[config.mk]
export PLATFORM = sky130hd
export DESIGN_NAME = mpu_reader_flat
export DESIGN_NICKNAME = d
export VERILOG_FILES = /design/src/rtl/mpu_pkg.sv /design/src/rtl/mpu_reader_if.sv /design/src/rtl/mpu_step_rom.sv /design/src/rtl/mpu_reader.sv /design/src/flat_wrapper.sv
export SDC_FILE = /design/constraint.sdc
export NUM_CORES = 1
export LEC_CHECK = 0
export ABC_AREA = 1
export CAP_MARGIN = 20
export CORE_MARGIN = 2
export CORE_UTILIZATION = 40
export CTS_CLUSTER_DIAMETER = 200
export CTS_CLUSTER_SIZE = 40
export DETAILED_ROUTE_END_ITERATION = 8
export SETUP_SLACK_MARGIN = 0.3
export SLEW_MARGIN = 30
export SYNTH_ARGS = -nofsm -noshare
export SYNTH_HDL_FRONTEND = slang
export SYNTH_SLANG_ARGS = --single-unit
[constraint.sdc]
create_clock -name MCLK -period 6.88 [get_ports MCLK]
set_input_delay 1.376 -clock MCLK [delete_from_list [all_inputs] [get_ports MCLK]]
set_output_delay 1.376 -clock MCLK [all_outputs]
set_load 0.02 [all_outputs]
[src/rtl/mpu_pkg.sv]
// Shared constants for the MPU6050 accelerometer reader: I2C engine op-codes,
// register addresses, FSM state encoding and the step-index landmarks.
package mpu_pkg;

  localparam logic [2:0] OP_START     = 3'd0;
  localparam logic [2:0] OP_WRITE     = 3'd1;
  localparam logic [2:0] OP_READ_ACK  = 3'd2;
  localparam logic [2:0] OP_READ_NACK = 3'd3;
  localparam logic [2:0] OP_STOP      = 3'd4;

  localparam logic [7:0] REG_PWR_MGMT_1   = 8'h6B;
  localparam logic [7:0] REG_ACCEL_XOUT_H = 8'h3B;

  localparam logic [4:0] WAKE_LAST    = 5'd4;
  localparam logic [4:0] READ_FIRST   = 5'd5;
  localparam logic [4:0] SHADOW_FIRST = 5'd10;  // first data byte of the burst
  localparam logic [4:0] READ_LAST    = 5'd16;

  typedef enum logic [2:0] {
    WAKE,
    READ,
    PUBLISH,
    DONE,
    ERR_STOP,
    BACKOFF
  } state_e;

endpackage

[src/rtl/mpu_reader_if.sv]
// Command/response channel between mpu_reader and the byte-level I2C engine.
interface mpu_reader_if;
  logic       CMD_VALID;
  logic       CMD_READY;
  logic [2:0] CMD_OP;
  logic [7:0] CMD_DATA;
  logic       RSP_VALID;
  logic [7:0] RSP_DATA;
  logic       RSP_NACK;

  modport master (output CMD_VALID, CMD_OP, CMD_DATA,
                  input  CMD_READY, RSP_VALID, RSP_DATA, RSP_NACK);
  modport slave  (input  CMD_VALID, CMD_OP, CMD_DATA,
                  output CMD_READY, RSP_VALID, RSP_DATA, RSP_NACK);
endinterface

[src/rtl/mpu_step_rom.sv]
// Maps a step index to the I2C engine command: steps 0-4 wake the device,
// steps 5-16 burst-read the six accelerometer bytes.
module mpu_step_rom
  import mpu_pkg::*;
#(
  parameter logic [6:0] DEV_ADDR  = 7'h68,
  parameter logic [7:0] START_REG = REG_ACCEL_XOUT_H
) (
  input  logic [4:0] step_i,
  output logic [2:0] op_o,
  output logic [7:0] data_o
);

  always_comb begin
    op_o   = OP_STOP;
    data_o = 8'h00;
    case (step_i)
      5'd0, 5'd5, 5'd8: op_o = OP_START;
      5'd1, 5'd6:       begin op_o = OP_WRITE; data_o = {DEV_ADDR, 1'b0}; end
      5'd2:             begin op_o = OP_WRITE; data_o = REG_PWR_MGMT_1;   end
      5'd3:             begin op_o = OP_WRITE; data_o = 8'h00;            end
      5'd7:             begin op_o = OP_WRITE; data_o = START_REG;        end
      5'd9:             begin op_o = OP_WRITE; data_o = {DEV_ADDR, 1'b1}; end
      5'd10, 5'd11, 5'd12, 5'd13, 5'd14: op_o = OP_READ_ACK;
      5'd15:            op_o = OP_READ_NACK;
      default:          op_o = OP_STOP;
    endcase
  end

endmodule

[src/rtl/mpu_reader.sv]
// Wakes an MPU6050 and repeatedly burst-reads its accelerometer, publishing
// X/Y/Z high bytes atomically. Optional response watchdog: MPU_READER_WDOG_EN.
module mpu_reader
  import mpu_pkg::*;
#(
  parameter logic [6:0] DEV_ADDR   = 7'h68,
  parameter logic [7:0] START_REG  = REG_ACCEL_XOUT_H,
  parameter int         RETRY_TICS = 8
`ifdef MPU_READER_WDOG_EN
  , parameter int       WDOG_CYCLES = 4096
`endif
) (
  input  logic       MCLK,
  input  logic       RST,
  input  logic       TIC,
  input  logic       RESCAN,
  output logic       COMPLETED,
  output logic [7:0] XREG,
  output logic [7:0] YREG,
  output logic [7:0] ZREG,
  output logic       ERR,
  mpu_reader_if.master bus
);

  localparam int TIC_W = $clog2(RETRY_TICS) + 1;
`ifdef MPU_READER_WDOG_EN
  localparam int WDOG_W = $clog2(WDOG_CYCLES) + 1;
  logic [WDOG_W-1:0] wdog_q, wdog_d;
`endif

  state_e     state_q, state_d;
  logic [4:0] step_q, step_d;
  logic       cmd_valid_q, cmd_valid_d;
  logic [2:0] cmd_op_q, cmd_op_d;
  logic [7:0] cmd_data_q, cmd_data_d;
  logic       pending_q, pending_d;
  logic       completed_q, completed_d;
  logic       err_q, err_d;
  logic       rescan_q;
  logic [7:0] x_q, x_d, y_q, y_d, z_q, z_d;
  logic [7:0] shadow_q [6];
  logic [7:0] shadow_d [6];
  logic [TIC_W-1:0] tic_q, tic_d;
  logic       rsp_ok;
  logic [2:0] shadow_idx;
  logic [2:0] rom_op;
  logic [7:0] rom_data;

  mpu_step_rom #(.DEV_ADDR(DEV_ADDR), .START_REG(START_REG)) u_rom (
    .step_i (step_d),
    .op_o   (rom_op),
    .data_o (rom_data)
  );

  assign rsp_ok     = pending_q && bus.RSP_VALID;
  assign shadow_idx = 3'(step_q - SHADOW_FIRST);

  always_comb begin
    state_d     = state_q;
    step_d      = step_q;
    cmd_valid_d = cmd_valid_q;
    pending_d   = pending_q;
    completed_d = completed_q;
    err_d       = err_q;
    x_d         = x_q;
    y_d         = y_q;
    z_d         = z_q;
    shadow_d    = shadow_q;
    tic_d       = tic_q;

    if (cmd_valid_q && bus.CMD_READY) begin
      cmd_valid_d = 1'b0;
      pending_d   = 1'b1;
    end
    if (rsp_ok) pending_d = 1'b0;

    case (state_q)
      WAKE, READ: begin
        if (!cmd_valid_q && !pending_q) begin
          cmd_valid_d = 1'b1;
        end else if (rsp_ok) begin
          if (cmd_op_q == OP_WRITE && bus.RSP_NACK) begin
            err_d       = 1'b1;
            state_d     = ERR_STOP;
            cmd_valid_d = 1'b1;
          end else begin
            if (cmd_op_q == OP_READ_ACK || cmd_op_q == OP_READ_NACK)
              shadow_d[shadow_idx] = bus.RSP_DATA;
            if (step_q == READ_LAST) begin
              state_d = PUBLISH;
            end else begin
              step_d      = step_q + 5'd1;
              cmd_valid_d = 1'b1;
              if (step_q == WAKE_LAST) state_d = READ;
            end
          end
        end
      end
      ERR_STOP: begin
        // The STOP response ends recovery regardless of its NACK bit.
        if (rsp_ok) begin
          state_d = BACKOFF;
          tic_d   = '0;
        end
      end
      BACKOFF: begin
        if (TIC) begin
          if (tic_q == TIC_W'(RETRY_TICS - 1)) begin
            state_d = WAKE;
            step_d  = 5'd0;
          end else begin
            tic_d = tic_q + 1'b1;
          end
        end
      end
      PUBLISH: begin
        x_d         = shadow_q[0];
        y_d         = shadow_q[2];
        z_d         = shadow_q[4];
        completed_d = 1'b1;
        err_d       = 1'b0;
        state_d     = DONE;
      end
      DONE: begin
        if (RESCAN && !rescan_q) begin
          completed_d = 1'b0;
          step_d      = READ_FIRST;
          state_d     = READ;
          cmd_valid_d = 1'b1;
        end
      end
      default: state_d = WAKE;
    endcase

`ifdef MPU_READER_WDOG_EN
    // The engine may be hung, so no STOP is attempted on a timeout.
    wdog_d = '0;
    if ((cmd_valid_q && !bus.CMD_READY) || (pending_q && !bus.RSP_VALID)) begin
      if (wdog_q == WDOG_W'(WDOG_CYCLES - 1)) begin
        err_d       = 1'b1;
        state_d     = BACKOFF;
        tic_d       = '0;
        cmd_valid_d = 1'b0;
        pending_d   = 1'b0;
      end else begin
        wdog_d = wdog_q + 1'b1;
      end
    end
`endif
  end

  // Op/data are latched only when a new command is raised, so they stay
  // stable for the whole CMD_VALID window.
  always_comb begin
    cmd_op_d   = cmd_op_q;
    cmd_data_d = cmd_data_q;
    if (cmd_valid_d && !cmd_valid_q) begin
      if (state_d == ERR_STOP) begin
        cmd_op_d   = OP_STOP;
        cmd_data_d = 8'h00;
      end else begin
        cmd_op_d   = rom_op;
        cmd_data_d = rom_data;
      end
    end
  end

  always_ff @(posedge MCLK or posedge RST) begin
    if (RST) begin
      state_q     <= WAKE;
      step_q      <= '0;
      cmd_valid_q <= 1'b0;
      cmd_op_q    <= OP_START;
      cmd_data_q  <= '0;
      pending_q   <= 1'b0;
      completed_q <= 1'b0;
      err_q       <= 1'b0;
      rescan_q    <= 1'b0;
      x_q         <= '0;
      y_q         <= '0;
      z_q         <= '0;
      tic_q       <= '0;
      for (int i = 0; i < 6; i++) shadow_q[i] <= '0;
`ifdef MPU_READER_WDOG_EN
      wdog_q      <= '0;
`endif
    end else begin
      state_q     <= state_d;
      step_q      <= step_d;
      cmd_valid_q <= cmd_valid_d;
      cmd_op_q    <= cmd_op_d;
      cmd_data_q  <= cmd_data_d;
      pending_q   <= pending_d;
      completed_q <= completed_d;
      err_q       <= err_d;
      rescan_q    <= RESCAN;
      x_q         <= x_d;
      y_q         <= y_d;
      z_q         <= z_d;
      tic_q       <= tic_d;
      shadow_q    <= shadow_d;
`ifdef MPU_READER_WDOG_EN
      wdog_q      <= wdog_d;
`endif
    end
  end

  assign bus.CMD_VALID = cmd_valid_q;
  assign bus.CMD_OP    = cmd_op_q;
  assign bus.CMD_DATA  = cmd_data_q;
  assign COMPLETED     = completed_q;
  assign ERR           = err_q;
  assign XREG          = x_q;
  assign YREG          = y_q;
  assign ZREG          = z_q;

endmodule

[src/flat_wrapper.sv]
// flat-port wrapper written by rule: the top's interface ports become plain ports
module mpu_reader_flat import mpu_pkg::*;
#(
  parameter logic [6:0] DEV_ADDR   = 7'h68,
  parameter logic [7:0] START_REG  = REG_ACCEL_XOUT_H,
  parameter int         RETRY_TICS = 8

)
  (MCLK, RST, TIC, RESCAN, COMPLETED, XREG, YREG, ZREG, ERR, bus_CMD_VALID, bus_CMD_OP, bus_CMD_DATA, bus_CMD_READY, bus_RSP_VALID, bus_RSP_DATA, bus_RSP_NACK);
  mpu_reader_if bus_i ();
  input  logic MCLK;
  input  logic RST;
  input  logic TIC;
  input  logic RESCAN;
  output logic COMPLETED;
  output logic [7:0] XREG;
  output logic [7:0] YREG;
  output logic [7:0] ZREG;
  output logic ERR;
  output wire logic [$bits(bus_i.CMD_VALID)-1:0] bus_CMD_VALID;
  output wire logic [$bits(bus_i.CMD_OP)-1:0] bus_CMD_OP;
  output wire logic [$bits(bus_i.CMD_DATA)-1:0] bus_CMD_DATA;
  input wire logic [$bits(bus_i.CMD_READY)-1:0] bus_CMD_READY;
  input wire logic [$bits(bus_i.RSP_VALID)-1:0] bus_RSP_VALID;
  input wire logic [$bits(bus_i.RSP_DATA)-1:0] bus_RSP_DATA;
  input wire logic [$bits(bus_i.RSP_NACK)-1:0] bus_RSP_NACK;
  assign bus_CMD_VALID = bus_i.CMD_VALID;
  assign bus_CMD_OP = bus_i.CMD_OP;
  assign bus_CMD_DATA = bus_i.CMD_DATA;
  assign bus_i.CMD_READY = bus_CMD_READY;
  assign bus_i.RSP_VALID = bus_RSP_VALID;
  assign bus_i.RSP_DATA = bus_RSP_DATA;
  assign bus_i.RSP_NACK = bus_RSP_NACK;
  mpu_reader #(.DEV_ADDR(DEV_ADDR), .START_REG(START_REG), .RETRY_TICS(RETRY_TICS)) u_core (.MCLK(MCLK), .RST(RST), .TIC(TIC), .RESCAN(RESCAN), .COMPLETED(COMPLETED), .XREG(XREG), .YREG(YREG), .ZREG(ZREG), .ERR(ERR), .bus(bus_i));
endmodule
* Yosys cells after proc, flatten, opt, wreduce, memory -nomap -nowiden *
Index checks and enable logic that the tools add are counted.

cells by class
  add/subtract/negate cells = 3
  $mul = 0
  divide/modulo/power cells = 0
  order comparisons = 2
  eq/ne operators = 33
  shift operators = 0
  muxes and demuxes = 44
  bitwise logic cells = 3
  reductions and logical operators = 26

operators by type and width
  cell                  count
  $bwmux W48            1
  $eq A5 B4 Y1 const B  8
  $mux W5               7
  $pmux W8 S4           1
  $mux W3               10
  $demux W8 S3          1
  $eq A5 B3 Y1 const B  4
  $mux W8               2
  $pmux W3 S5           1
  $pmux W5 S3           1
  $eq A3 B2 Y1 const B  4
  $mux W1               12
  $mux W4               3
  $pmux W3 S4           1
  $eq A5 B2 Y1 const B  2
  $eq A3 B3 Y1 const B  3
  $ne A2 B1 Y1 const B  4
  $pmux W4 S2           1
  $reduce_and A4 Y1     2
  $reduce_bool A2 Y1    4
  $logic_and A1 B1 Y1   7
  $eq A3 B1 Y1 const B  2
  $ne A2 B2 Y1 const B  3
  $pmux W1 S2           3
  other kinds (20)      24

word-level totals
  register bits after elaboration = 100
  latch bits = 0
  RAM bits = 0
  ROM bits = 0
  input port bits = 15
  output and inout bits = 38
  logic and storage cells = 130
  memories = 0

* Depth between registers and ports, before layout *
  depth in word-level cells = 10
  gate-level depth with buffers = 17
  mapped depth without buffers = 16

* By module *
Synthesis repeated with hierarchy kept, for this count alone.

second synthesis, totals
  cells, all modules = 439
  area total of the unflattened synthesis = 3594.7 sq um

by module, submodules not included
  module        times used  cells each  area an instance (sq um)  seq. area each (sq um)
  mpu_reader    1           402         3418.3                    1901.8
  mpu_step_rom  1           37          176.4                     0.0

* Least setup slack after synthesis *
OpenSTA, ideal clock, no wires.

  path kind = in2reg
  start point = in bus_RSP_VALID
  end point = reg u_core.shadow_q[40] in the netlist's numbering
  arrival = 2.500 ns
  data required time = 6.755 ns
  slack = 4.255 ns
  cell stages on the path = 6
  buffers on the path = 1
  path through = nand2_2 -> inv_2 -> nand4_2 -> or4_1 -> buf_4 -> mux2_4

on the way
  cells in the longest elaborated chain, start to end = 2

ends and longest elaborated chain
  item                         RTL line            text
  start: declaration           flat_wrapper.sv:24  input wire logic [$bits(bus_i.RSP_VALID)-1:0] bus_RSP_VALID;
  $logic_and A1 B1 Y1          mpu_reader.sv:55    assign rsp_ok = pending_q && bus.RSP_VALID;
  $reduce_and A5 Y1 (no line)  -
  end signal: assignment       mpu_reader.sv:201   shadow_q <= shadow_d;
  end: declaration             mpu_reader.sv:41    logic [7:0] shadow_q [6];

Every way passes these cells.
A chain may end at the register's enable or synchronous reset.

* Final worst setup path *
  start point = in bus_RSP_VALID
  end point = reg u_core.shadow_q[43] in the netlist's numbering

Same word-level chain as after synthesis.

==> run summary <==
Result of the run -> completed
First DRT Iteration DRCs -> 153
HPWL after DPL -> 5.144 mm
Worst reg2reg path depth -> 13
Leakage power total -> 2.143 nW
Total track usage -> 17.04%
Diodes inserted -> 0
Most numerous cell types in the synthesized netlist -> 122 x sky130_fd_sc_hd__nand2_1, 73 x sky130_fd_sc_hd__dfrtp_1, 46 x sky130_fd_sc_hd__inv_1
H-tree depth -> 3
Detail-routed net length per standard cell -> 12.62 um
Hold Crit Class -> register to register
Final weighted congestion of routability-driven global placement -> 0.8769
Primary FF master, synth -> sky130_fd_sc_hd__dfrtp_1
Clock latency on the worst-skew pair -> 340 ps
Height of the die -> 96.28 um
Post-layout util -> 51.21%
Req. time, crit path -> 7100 ps
Final max-slew violation count -> 0
Netlist cell types -> 28
Gate Count Post-Synth -> 402
Most numerous cell in the Yosys netlist -> sky130_fd_sc_hd__nand2_1
Setup repair after global routing missed its margin -> false
Slew Limit Headroom -> 51.29%
Leading post-synthesis cells by cell area -> sky130_fd_sc_hd__dfrtp_1 54%, sky130_fd_sc_hd__nand2_1 13%, sky130_fd_sc_hd__o21ai_0 6.5%
Residual DRC count -> 0
Initial antenna violation count -> 0
Share of the synthesized area in the top cell type -> 53.64%
Die Width -> 96.28 um
TritonCTS clock tree -> yes
Area added between synthesis and finish -> 23.55%
Synthesized flop and latch total -> 73
Count of final hold-check violations -> 0
Worst-case vdd ir drop -> 0.1832 mV
Launch instance of the worst register-to-register path -> u_core.step_q[0]
Count of hold-fix buffers inserted at cts -> 0
Remaining Overflow, GRT -> 0
CTS-repair resized insts -> 0
Worst-path maximum fanout -> 12
Setup CP Type -> primary input to register
Number of nets in the finished design -> 471
F_max -> 0.3190 GHz
Endpoint of the most critical setup path -> u_core.shadow_q[43]
Async set-or-reset flop fraction in the synthesized netlist -> 100.0%
Count of maximum capacitance violations -> 0
Kind of launch point of the worst setup path -> primary input
Area of the core -> 8217 um2
Fillers -> 823
Ports placed on the boundary -> 53
Vias after detailed routing -> 2688
Final min period -> 3134 ps
Total instance count after detailed placement -> 547
Clock transition at the registers of the reported paths -> 80 ps
Kind of end point of the critical path -> register
Number of buffers between clock root and the deepest sink -> 2
Register Area -> 1827 um2
Detailed-route vias per instance -> 4.774
Worst-Margin Slew -> 725.2 ps
Standard-cell row count -> 33
Fin crit share -> 45.56%
Startpoint of the lowest-slack hold path -> u_core.XREG[1]
Post-Synthesis Cell Area -> 3406 um2
Placed instance area -> 4000 um2
Synthesized area per cell -> 8.472 um2
Arrival time at the worst endpoint -> 3360 ps
IO buf count -> 51
Final antenna-violating net count -> 0
EDFF count, synth -> 0
Leading area contributor after synthesis -> sky130_fd_sc_hd__dfrtp_1
Number of global-route vias before repair -> 2514
Ratio of total power to cell area -> 447.6 nW/um2
Number of endpoints failing setup at the final stage -> 0
Global-route wire length before repair -> 11.97 mm
Number of optimization iterations in the first detailed-route pass -> 4
Clock Root Buffer -> sky130_fd_sc_hd__clkbuf_8
Footprint of the multi-input gates -> 1304 um2
Setup total negative slack -> 0 ps
Critical path startpoint -> bus_RSP_VALID
Post-Syn Nets -> 420
Maximum number of pins on one net before global-route repair -> 74
Die Area -> 9269 um2
Ratio of cells with drive above 1 in the final layout -> 10.70%
Maximum clock skew at final layout -> 12.00 ps
Initial standard-cell utilization of the core -> 41.45%
Total of warnings raised by yosys -> 0
Final cell area excluding filler cells -> 4208 um2
Post-CTS setup buffer count -> 0
Reg-to-reg endpoint -> u_core.bus.CMD_DATA[4]
Reg2Reg Setup Slack -> 4630 ps
Non-filler cells, final -> 563
Clock sink count -> 73
Number of clock buffers inserted by TritonCTS -> 9
Sum of routed wire length over all layers -> 7.105 mm
Portion of the post-synthesis area used by sequential elements -> 53.64%
## layout make-up
type	count	area share, %
Clock inverter	6	1.576
Tap cell	105	3.122
Multi-Input combinational cell	260	30.98
Inverter	56	5.055
Timing Repair Buffer	53	12.58
Clock buffer	10	3.271
Sequential cell	73	43.41
## critical path: stages
cell and delay, ps:
sky130_fd_sc_hd__clkdlybuf4s50_1 470, sky130_fd_sc_hd__nand2_2 100, sky130_fd_sc_hd__inv_2 170, sky130_fd_sc_hd__nand4_2 170, sky130_fd_sc_hd__or4_1 680, sky130_fd_sc_hd__mux2_4 390
## worst min path at each step
| stage | end | slack (ps) | depth (start not counted) |
|---|---|---|---|
| finish | u_core.XREG[1] | 470 | 2 |
| global placement | u_core.XREG[6] | 460 | 2 |
| global route | u_core.XREG[1] | 490 | 2 |
| detailed placement | u_core.XREG[1] | 460 | 2 |
| floorplan | u_core.XREG[0] | 450 | 2 |
| CTS | u_core.XREG[7] | 480 | 2 |
## cells in the final DEF, fill, tap and decap left out, drive strengths merged, types with 2 or more instances in the layout
| cell | count |
|---|---|
| o21ai | 45 |
| buf | 2 |
| o211ai | 4 |
| inv | 55 |
| clkdlybuf4s50 | 51 |
| clkinv | 6 |
| dfrtp | 73 |
| nand2 | 125 |
| nor3 | 4 |
| mux2 | 8 |
| nand3 | 24 |
| nor2 | 20 |
| nand4 | 10 |
| a21oi | 12 |
| ha | 3 |
| clkbuf | 10 |
## per-stage QoR
| step | hold WS, ps | setup WS (ps) | power (mW) |
|---|---|---|---|
| after floorplan | 449.4 | 3651 | 1.248 |
| after global placement | 458.4 | 3455 | 1.538 |
| after detailed placement | 460.6 | 3389 | 1.553 |
| after CTS | 480.3 | 3753 | 1.899 |
| after global routing | 490.4 | 3626 | 2.035 |
| final | 472.6 | 3746 | 1.883 |
## logic make-up after synthesis
| family | Yosys count | share of synthesized area, % |
|---|---|---|
| simple gates | 185 | 23.51 |
| flops | 73 | 53.64 |
| buf+inv | 69 | 8.340 |
| compound gates | 62 | 9.515 |
| mux | 8 | 3.527 |
| fa+ha+maj | 3 | 1.102 |
| other cells | 1 | 0.1101 |
| xor+xnor | 1 | 0.2572 |
## flip-flops by register name, indices dropped and copies added, names as in the netlist, 3 cells and up
| name | count |
|---|---|
| u_core.shadow_q | 24 |
| u_core.bus.CMD_OP | 3 |
| u_core.XREG | 8 |
| u_core.bus.CMD_DATA | 5 |
| u_core.tic_q | 4 |
| u_core.state_q | 3 |
| u_core.ZREG | 8 |
| u_core.step_q | 5 |
| u_core.YREG | 8 |
## routing by layer
metal  global-route usage (%)  share of wire (%)  vias to the layer above
li1                         -                  -                     1387
met1                    24.55                 51                     1251
met2                    25.46                 45                       44
met3                    2.897                3.2                        6
met4                    6.786               0.91                        0
met5                        0                  0                        -
## report_power, final
part / internal [mW] / switching [mW]
sequential: 0.569 / 0.104
clock: 0.179 / 0.159
combinational: 0.330 / 0.543
Power figures use the tool's default switching activity.
